--- src/rtl/mc_ctrl_fsm.sv ---
// Multi-cycle MIPS control sequencer: IF/ID/EXE/MEM/WB stepping, datapath strobes and selects,
// DM ready handshake with timeout, retired-instruction counter and sticky fault.
module mc_ctrl_fsm #(
   parameter int unsigned CNT_W      = 32,
   parameter int unsigned WAIT_LIMIT = 15
) (
   input  logic             clk,
   input  logic             rst,
   input  logic [5:0]       opcode,
   input  logic [5:0]       funct,
   input  logic             zero,
   input  logic             mem_rdy,
   output logic             pc_wr,
   output logic             ir_wr,
   output logic             rf_wr,
   output logic             dm_wr,
   output logic             dm_rd,
   output logic             reg_dst,
   output logic             mem2reg,
   output logic             alu_src,
   output logic [1:0]       ext_op,
   output logic [1:0]       alu_op,
   output logic [1:0]       npc_op,
   output logic [2:0]       state,
   output logic [CNT_W-1:0] retired,
   output logic             fault
);

   typedef enum logic [2:0] {
      S_IF    = 3'd0,
      S_ID    = 3'd1,
      S_EXE   = 3'd2,
      S_MEM   = 3'd3,
      S_WB    = 3'd4,
      S_FAULT = 3'd7
   } state_t;

   localparam logic [7:0] WAIT_MAX = 8'(WAIT_LIMIT);

   state_t           state_q;
   logic [7:0]       wait_q;
   logic [CNT_W-1:0] retired_q;
   logic             fault_q;

   logic       is_r, is_ori, is_lui, is_lw, is_sw, is_beq, is_j, legal;
   logic [1:0] r_alu_op;
   logic       mem_timeout;

   always_comb begin
      is_r     = 1'b0;
      is_ori   = 1'b0;
      is_lui   = 1'b0;
      is_lw    = 1'b0;
      is_sw    = 1'b0;
      is_beq   = 1'b0;
      is_j     = 1'b0;
      r_alu_op = 2'b00;
      case (opcode)
         6'b000000: begin
            is_r = 1'b1;
            case (funct)
               6'b100001: r_alu_op = 2'b00;
               6'b100011: r_alu_op = 2'b01;
               6'b100100: r_alu_op = 2'b10;
               6'b100101: r_alu_op = 2'b11;
               default:   is_r     = 1'b0;
            endcase
         end
         6'b001101: is_ori = 1'b1;
         6'b001111: is_lui = 1'b1;
         6'b100011: is_lw  = 1'b1;
         6'b101011: is_sw  = 1'b1;
         6'b000100: is_beq = 1'b1;
         6'b000010: is_j   = 1'b1;
         default: ;
      endcase
      legal = is_r | is_ori | is_lui | is_lw | is_sw | is_beq | is_j;
   end

   // Timeout fires on the MEM cycle after WAIT_LIMIT stalled cycles, unless ready arrives then.
   assign mem_timeout = (state_q == S_MEM) && !mem_rdy && (wait_q == WAIT_MAX);

   always_ff @(posedge clk or negedge rst) begin
      if (!rst) begin
         state_q   <= S_IF;
         wait_q    <= '0;
         retired_q <= '0;
         fault_q   <= 1'b0;
      end else begin
         case (state_q)
            S_IF: state_q <= S_ID;
            S_ID: begin
               if (is_j) begin
                  state_q   <= S_IF;
                  retired_q <= retired_q + CNT_W'(1);
               end else if (!legal) begin
                  state_q <= S_FAULT;
                  fault_q <= 1'b1;
               end else begin
                  state_q <= S_EXE;
               end
            end
            S_EXE: begin
               if (is_beq) begin
                  state_q   <= S_IF;
                  retired_q <= retired_q + CNT_W'(1);
               end else if (is_lw || is_sw) begin
                  state_q <= S_MEM;
                  wait_q  <= '0;
               end else begin
                  state_q <= S_WB;
               end
            end
            S_MEM: begin
               if (mem_rdy) begin
                  if (is_sw) begin
                     state_q   <= S_IF;
                     retired_q <= retired_q + CNT_W'(1);
                  end else begin
                     state_q <= S_WB;
                  end
               end else if (mem_timeout) begin
                  state_q <= S_FAULT;
                  fault_q <= 1'b1;
               end else begin
                  wait_q <= wait_q + 8'd1;
               end
            end
            S_WB: begin
               state_q   <= S_IF;
               retired_q <= retired_q + CNT_W'(1);
            end
            default: begin
               state_q <= S_FAULT;
               fault_q <= 1'b1;
            end
         endcase
      end
   end

   // Outputs are gated by rst so strobes drop the moment reset asserts, not at the next edge.
   always_comb begin
      pc_wr   = 1'b0;
      ir_wr   = 1'b0;
      rf_wr   = 1'b0;
      dm_wr   = 1'b0;
      dm_rd   = 1'b0;
      reg_dst = 1'b0;
      mem2reg = 1'b0;
      alu_src = 1'b0;
      ext_op  = 2'b00;
      alu_op  = 2'b00;
      npc_op  = 2'b00;
      if (rst) begin
         case (state_q)
            S_IF: begin
               ir_wr = 1'b1;
               pc_wr = 1'b1;
            end
            S_ID: begin
               if (is_j) begin
                  pc_wr  = 1'b1;
                  npc_op = 2'b10;
               end
            end
            S_EXE, S_WB: begin
               if (is_r) begin
                  alu_op = r_alu_op;
               end else if (is_ori || is_lui) begin
                  alu_src = 1'b1;
                  ext_op  = is_lui ? 2'b10 : 2'b00;
                  alu_op  = 2'b11;
                  reg_dst = 1'b1;
               end else if (is_lw || is_sw) begin
                  alu_src = 1'b1;
                  ext_op  = 2'b01;
                  reg_dst = (state_q == S_WB);
                  mem2reg = (state_q == S_WB);
               end else if (is_beq && state_q == S_EXE) begin
                  alu_op = 2'b01;
                  ext_op = 2'b01;
                  npc_op = 2'b01;
                  pc_wr  = zero;
               end
               rf_wr = (state_q == S_WB);
            end
            S_MEM: begin
               if (!mem_timeout) begin
                  alu_src = 1'b1;
                  ext_op  = 2'b01;
                  dm_rd   = is_lw;
                  dm_wr   = is_sw;
               end
            end
            default: ;
         endcase
      end
   end

   assign state   = 3'(state_q);
   assign retired = retired_q;
   assign fault   = fault_q;

endmodule

--- config.mk ---
export PLATFORM = sky130hd
export DESIGN_NAME = mc_ctrl_fsm
export DESIGN_NICKNAME = d
export VERILOG_FILES = /design/src/rtl/mc_ctrl_fsm.sv
export SDC_FILE = /design/constraint.sdc
export NUM_CORES = 1
export LEC_CHECK = 0
export CAP_MARGIN = 20
export CORE_UTILIZATION = 44
export CTS_CLUSTER_SIZE = 14
export DETAILED_ROUTE_END_ITERATION = 7
export PLACE_DENSITY = 0.76
export SLEW_MARGIN = 20
export SYNTH_ARGS = -nofsm -noshare
export SYNTH_HDL_FRONTEND = slang
export SYNTH_SLANG_ARGS = --single-unit
--- constraint.sdc ---
create_clock -name clk -period 2.1 [get_ports clk]
set_clock_uncertainty 0.1 [all_clocks]
set_input_delay 0.42 -clock clk [delete_from_list [all_inputs] [get_ports clk]]
set_output_delay 0.42 -clock clk [all_outputs]
set_load 0.02 [all_outputs]
==> summary.md, run 1 <==
| Metric | Value |
|---|---|
| Status | `complete, but fails checks` |
| Failing checks | `negative setup slack` |
| Yosys top cell by area | `dfrtp_1` |
| Post-route ant nets | `0` |
| Post-Synthesis Net Count | `284` |
| Met2 WL | `3.72 mm` |
| Wirelength, routed | `7.18 mm` |
| Leakage | `1.88 nW` |
| PD cells | `391 nW/µm²` |
| Vias/cell | `5.45` |
| Crit Path Class | `input pin to output pin` |
| Final min period | `2.36 ns` |
| Wirelength per Cell | `15.2 µm` |
| Area of the die | `6100 µm²` |
| Part of the cycle the worst path needs | `1.12` |
| Mapped Cells | `266` |
| Largest net degree at the start of global routing | `45` |
| Most used DFF post-synth | `dfrtp_1` |
| Pre-CTS setup slack | `-0.931 ns` |
| PortBufs | `65` |
| Ant diodes | `0` |
| Worst Slack Setup Final | `-0.262 ns` |
| Chip Height | `78.1 µm` |
| Num CTS Buffers | `5` |
| Yosys warning total | `0` |
| Setup violations, final | `10` |
| DRC Markers | `0` |
| Mean Syn Cell Area | `9.58 µm²` |
| Met3 wire len | `240 µm` |
| CTS Hold Bufs | `0` |
| Clk slew on worst S/H paths | `0.09 ns` |
| Slew Limit Fails | `0` |
| Top Layer Used | `met4` |
| Clock tree sinks | `44` |
| Post-synthesis cell type count | `48` |
| Tot GR Track Use | `0.232` |
| VDD IR max | `496 µV` |
| Final net count | `416` |
| Critical path peak fanout | `3` |
| Chip Width | `78.1 µm` |
| Core area | `5540 µm²` |
| Clock Tree Buf Depth | `2` |
| CTS tree | `done` |
| Placed Area | `3640 µm²` |
| Area grow syn2layout | `59.6%` |
| Most frequent cell after synthesis | `dfrtp_1` |
| Grt total ovfl | `0` |
| Sequential fraction of the synthesis area | `0.432` |
| Final Non-Filler Cells | `471` |
| Worst Path Arrival | `1.84 ns` |
| Share of the synthesized area in the top cell type | `0.432` |
| 1st-iter DRT viols | `146` |
| Post-synth EDFFs | `0` |
| CTS Root Buffer Type | `clkbuf_8` |
| Placed Cells | `446` |
| Worst-skew pair later-pin latency | `0.30 ns` |
| Row count | `27` |
| Worst slew pin tran | `0.538 ns` |
| Synth top cells by count | `44 x dfrtp_1, 26 x nor2_1, 25 x xnor2_1` |
| First-pass GRT wire length | `11.1 mm` |
| Synth async-reset ratio | `1.00` |
| Total design power | `0.00159 W` |
| Worst Setup End Kind | `output pin` |
| Data required, critical path | `1.58 ns` |
| Hold Path Class | `input pin to asynchronous set/reset pin` |
| Ranking of synthesized cells by area | `dfrtp_1 43%, xnor2_1 8.6%, nand4_1 4.7%` |
| Netlist Area Pre-Place | `2550 µm²` |
| Share of layout cells above drive strength 1 | `0.353` |
| I/O pin cnt | `66` |
| Initial antenna violation count | `0` |
| Cell area after layout | `4070 µm²` |
| CP Launch Type | `input pin` |
| Final hold vios | `0` |
| RSZ-0062 raised after global routing | `true` |
| Placer Congestion | `0.842` |
| Max Freq | `0.423 GHz` |
| Slew headroom | `0.642` |
| Vias | `2568` |
| Number of global-route vias before repair | `2465` |
| Starting Density | `0.460` |
| Drt first pass iters | `4` |
| Final Hold Slack | `0.234 ns` |
| H-tree depth | `2` |
| Seq cells post-synth | `44` |
| Met1 WL | `3.07 mm` |
| Max-Cap Viols | `0` |
| Detailed placer's ending HPWL | `4.87 mm` |
-- cells by family (layout without fill, tap and decap cells) --
| logic type | count (synthesis) | count (layout) | share of synthesized area |
|---|---|---|---|
| compound gates | 29 | 29 | 0.0761 |
| xor+xnor | 38 | 38 | 0.134 |
| fa+ha+maj | 2 | 2 | 0.00982 |
| buf+inv | 11 | 144 | 0.0280 |
| flops | 44 | 44 | 0.432 |
| mux | 1 | 1 | 0.00442 |
| simple gates | 141 | 141 | 0.316 |
-- state kept, by name, summed over array words and instances, names as in the netlist --
| name | count |
|---|---|
| retired | 32 |
| wait_q | 8 |
| state | 3 |
| fault | 1 |
-- per-stage QoR --
| step | TNS, ns | utilization |
|---|---|---|
| 2_1_floorplan | -0.0735 | - |
| 3_3_place_gp | -21.32 | 0.657 |
| 3_5_place_dp | -22.57 | 0.657 |
| 4_1_cts | -1.60 | 0.702 |
| 5_1_grt | -2.18 | 0.734 |
| 6_report | -1.51 | 0.734 |
-- where the power goes --
group	switching (W)	total [W]	internal, W
Combinational	0.0000554	0.000107	0.0000514
Clock	0.000282	0.000635	0.000353
Sequential	0.00000106	0.000848	0.000847
Total	0.000339	0.00159	0.00125
-- final timing paths --
path,end,slack [ns],cells past startpoint,from
max reg2reg,fault,-0.02,11,wait_q[4]
min in group clk,retired[31],0.37,1,retired[31]
min,retired[6],0.23,3,rst
min reg2reg,retired[31],0.37,1,retired[31]
max in group asynchronous,state[0],1.28,3,rst
max,alu_op[0],-0.26,9,opcode[3]
-- layout make-up --
cell class	instances	area, µm²
Fill cell	396	1480
Multi-Input combinational cell	211	1600
Timing Repair Buffer	132	1150
Tap cell	72	90.1
Sequential cell	44	1100
Clock buffer	6	72.6
Clock inverter	2	35.0
Inverter	4	15.0
-- layout by cell type (no fill, tap or decap), drive strengths merged, types with 2 or more instances in the layout --
master / count
and2: 5
nand2: 21
nand3: 15
or4: 2
or3: 3
nand2b: 2
nand4: 20
o21ai: 9
xor2: 12
a211oi: 2
xnor2: 26
a21o: 2
clkbuf: 7
and3: 14
nor2: 26
a22oi: 2
inv: 4
a31oi: 3
clkdlybuf4s50: 37
ha: 2
clkdlybuf4s15: 4
and3b: 4
dfrtp: 44
nor4: 3
nor2b: 7
buf: 83
nor3: 13
dlygate4sd2: 6
a21oi: 5
-- what timing repair did --
| action | 4_1_cts | 5_1_grt |
|---|---|---|
| buffers inserted | 13 | 10 |
| pin swaps | 15 | 29 |
| gates resized for setup | 116 | 37 |
| endpoints found under the setup margin | 43 | 40 |
-- per-layer routing --
layer  global-route usage  vias up
met1                0.305     1272
li1                     -     1215
met2                0.389       66
met5                    0        -
met4               0.0833        0
met3               0.0337       15
-- worst max-delay path, cell delays in order --
cell	delay, ns
buf_6	0.10
nor4_4	0.32
o21ai_2	0.12
nor4_4	0.30
buf_4	0.18
buf_6	0.10
buf_6	0.08
a211oi_2	0.05
buf_4	0.16
No activity file was read; power rests on OpenSTA's default activity.
==> run 2: changes to the inputs <==
--- a/config.mk
+++ b/config.mk
@@ -5,11 +5,11 @@
 export SDC_FILE = /design/constraint.sdc
 export NUM_CORES = 1
 export LEC_CHECK = 0
-export CAP_MARGIN = 20
 export CORE_UTILIZATION = 44
 export CTS_CLUSTER_SIZE = 14
 export DETAILED_ROUTE_END_ITERATION = 7
 export PLACE_DENSITY = 0.76
+export SETUP_SLACK_MARGIN = 0.5
 export SLEW_MARGIN = 20
 export SYNTH_ARGS = -nofsm -noshare
 export SYNTH_HDL_FRONTEND = slang
==> summary.md, run 2 (synthesis results as in run 1) <==
| Metric | Value |
|---|---|
| Drt first pass iters | `4` |
| Footprint of the multi-input gates | `1840 µm²` |
| 1st-iter DRT viols | `212` |
| Initial antenna violation count | `0` |
| Top Layer Used | `met4` |
| Row count | `27` |
| Placer Congestion | `0.848` |
| Area of the die | `6100 µm²` |
| I/O pin cnt | `66` |
| Num CTS Buffers | `5` |
| Wirelength per Cell | `19.4 µm` |
| Area occupied by registers | `1120 µm²` |
| Worst Slack Setup Final | `-0.290 ns` |
| Post-route ant nets | `0` |
| Part of the cycle the worst path needs | `1.14` |
| Grt total ovfl | `0` |
| Worst Setup End Kind | `output pin` |
| Wirelength, routed | `9.35 mm` |
| Worst-skew pair later-pin latency | `0.31 ns` |
| Chip Width | `78.1 µm` |
| Core area | `5540 µm²` |
| Max Freq | `0.418 GHz` |
| Final Hold Slack | `0.286 ns` |
| Final net count | `427` |
| Met3 wire len | `505 µm` |
| Share of layout cells above drive strength 1 | `0.554` |
| Max-Cap Viols | `0` |
| CP Launch Type | `flip-flop` |
| Final hold vios | `0` |
| Reg2reg end | `retired[4]` |
| FILL cells | `338` |
| Failing checks | `negative setup slack` |
| Vias/cell | `5.78` |
| Setup violations, final | `40` |
| Ant diodes | `0` |
| RSZ-0062 raised after global routing | `true` |
| CTS Root Buffer Type | `clkbuf_8` |
| Final min period | `2.39 ns` |
| First-pass GRT wire length | `13.7 mm` |
| Clock Tree Buf Depth | `2` |
| Leakage | `2.06 nW` |
| Worst Path Arrival | `1.87 ns` |
| Chip Height | `78.1 µm` |
| Data required, critical path | `1.58 ns` |
| Vias | `2786` |
| PortBufs | `65` |
| Crit Path Class | `flip-flop to output pin` |
| Number of global-route vias before repair | `2753` |
| R2R Path Start | `state[0]` |
| R2R depth | `10` |
| Slew headroom | `0.700` |
| Detailed placer's ending HPWL | `4.91 mm` |
| CTS tree | `done` |
| VDD IR max | `378 µV` |
| Max FFs per register | `32` |
| Largest net degree at the start of global routing | `35` |
| Met2 WL | `4.84 mm` |
| H-tree depth | `2` |
| DRC Markers | `0` |
| Status | `complete, but fails checks` |
| Clk slew on worst S/H paths | `0.09 ns` |
| Tot GR Track Use | `0.291` |
| Clock tree sinks | `44` |
| Hold Path Class | `input pin to asynchronous set/reset pin` |
| R2r setup slk | `-0.15 ns` |
| Starting Density | `0.460` |
| Area grow syn2layout | `76.2%` |
| PD cells | `337 nW/µm²` |
| Met1 WL | `3.69 mm` |
| Slew Limit Fails | `0` |
| Most common cell after layout, fill and taps aside | `buf_4` |
| Critical path peak fanout | `3` |
| Pre-CTS setup slack | `-0.901 ns` |
| Commonest cells after routing, fill and taps aside | `49 x buf_4, 38 x buf_6, 26 x dfrtp_1` |
| Worst slew pin tran | `0.448 ns` |
## run 2: changes by cell type in the layout (fill, tap and decap cells not counted), sizes merged
cell / previous run / this run
buf: 83 / 99
dlymetal6s2s: 1 / 0
clkbuf: 7 / 22
clkdlybuf4s50: 37 / 2
clkdlybuf4s15: 4 / 19
bufinv: 1 / 0
dlygate4sd3: 0 / 2
## run 2: worst max path at each step
stage                     slack [ns]   endpoint  startpoint
after CTS                      -0.26    alu_src   wait_q[4]
after global placement         -0.84  alu_op[0]   opcode[0]
after floorplan                 0.03  alu_op[0]   opcode[0]
after global routing           -0.36  ext_op[0]   wait_q[4]
after detailed placement       -0.90  alu_op[0]   opcode[0]
final                          -0.29      dm_rd   wait_q[4]
## run 2: stage by stage
| step | cell area (µm²) | instances | utilization | power (W) | TNS, ns |
|---|---|---|---|---|---|
| after global placement | 3810 | 440 | 0.688 | 0.000970 | -21.63 |
| after detailed placement | 3810 | 440 | 0.688 | 0.000970 | -23.50 |
| after floorplan | 2820 | 266 | - | 0.000889 | 0 |
| after global routing | 4490 | 482 | 0.810 | 0.00156 | -7.27 |
| final | 4490 | 482 | 0.810 | 0.00151 | -4.12 |
| after CTS | 4350 | 474 | 0.785 | 0.00150 | -2.04 |
## run 2: what timing repair did
action,CTS,global route
setup buffers,22,8
hold buffers,2,0
endpoints found under the hold margin,6,0
setup endpoints to repair,94,89
pin swaps,21,25
cloned,2,0
gates resized for setup,235,63
## run 2: area by class of cell
| type | instances | area share |
|---|---|---|
| clock buffer | 7 | 0.0170 |
| clock inverter | 1 | 0.00112 |
| timing repair buffer | 143 | 0.298 |
| multi-input combinational | 211 | 0.410 |
| sequential | 44 | 0.250 |
| inverter | 4 | 0.00335 |
| tap | 72 | 0.0201 |
## run 2: per-layer routing
metal / vias to the layer above / global-route usage
met5: - / 0
met4: 0 / 0.117
met3: 37 / 0.0360
met2: 136 / 0.499
met1: 1377 / 0.373
li1: 1236 / -
## run 2: report_power, final
part           internal (W)  switching, W  leakage, nW
sequential         0.000847    0.00000109        0.568
clock              0.000234      0.000300       0.0422
combinational     0.0000589     0.0000704         1.45
## run 2: worst max-delay path: stages, from the launching register on
cell and delay (ns):
dfrtp_1 0.38, or4_4 0.56, nor3_4 0.16, or3_4 0.19, buf_12 0.11, nor3_4 0.04
buf_6 0.13
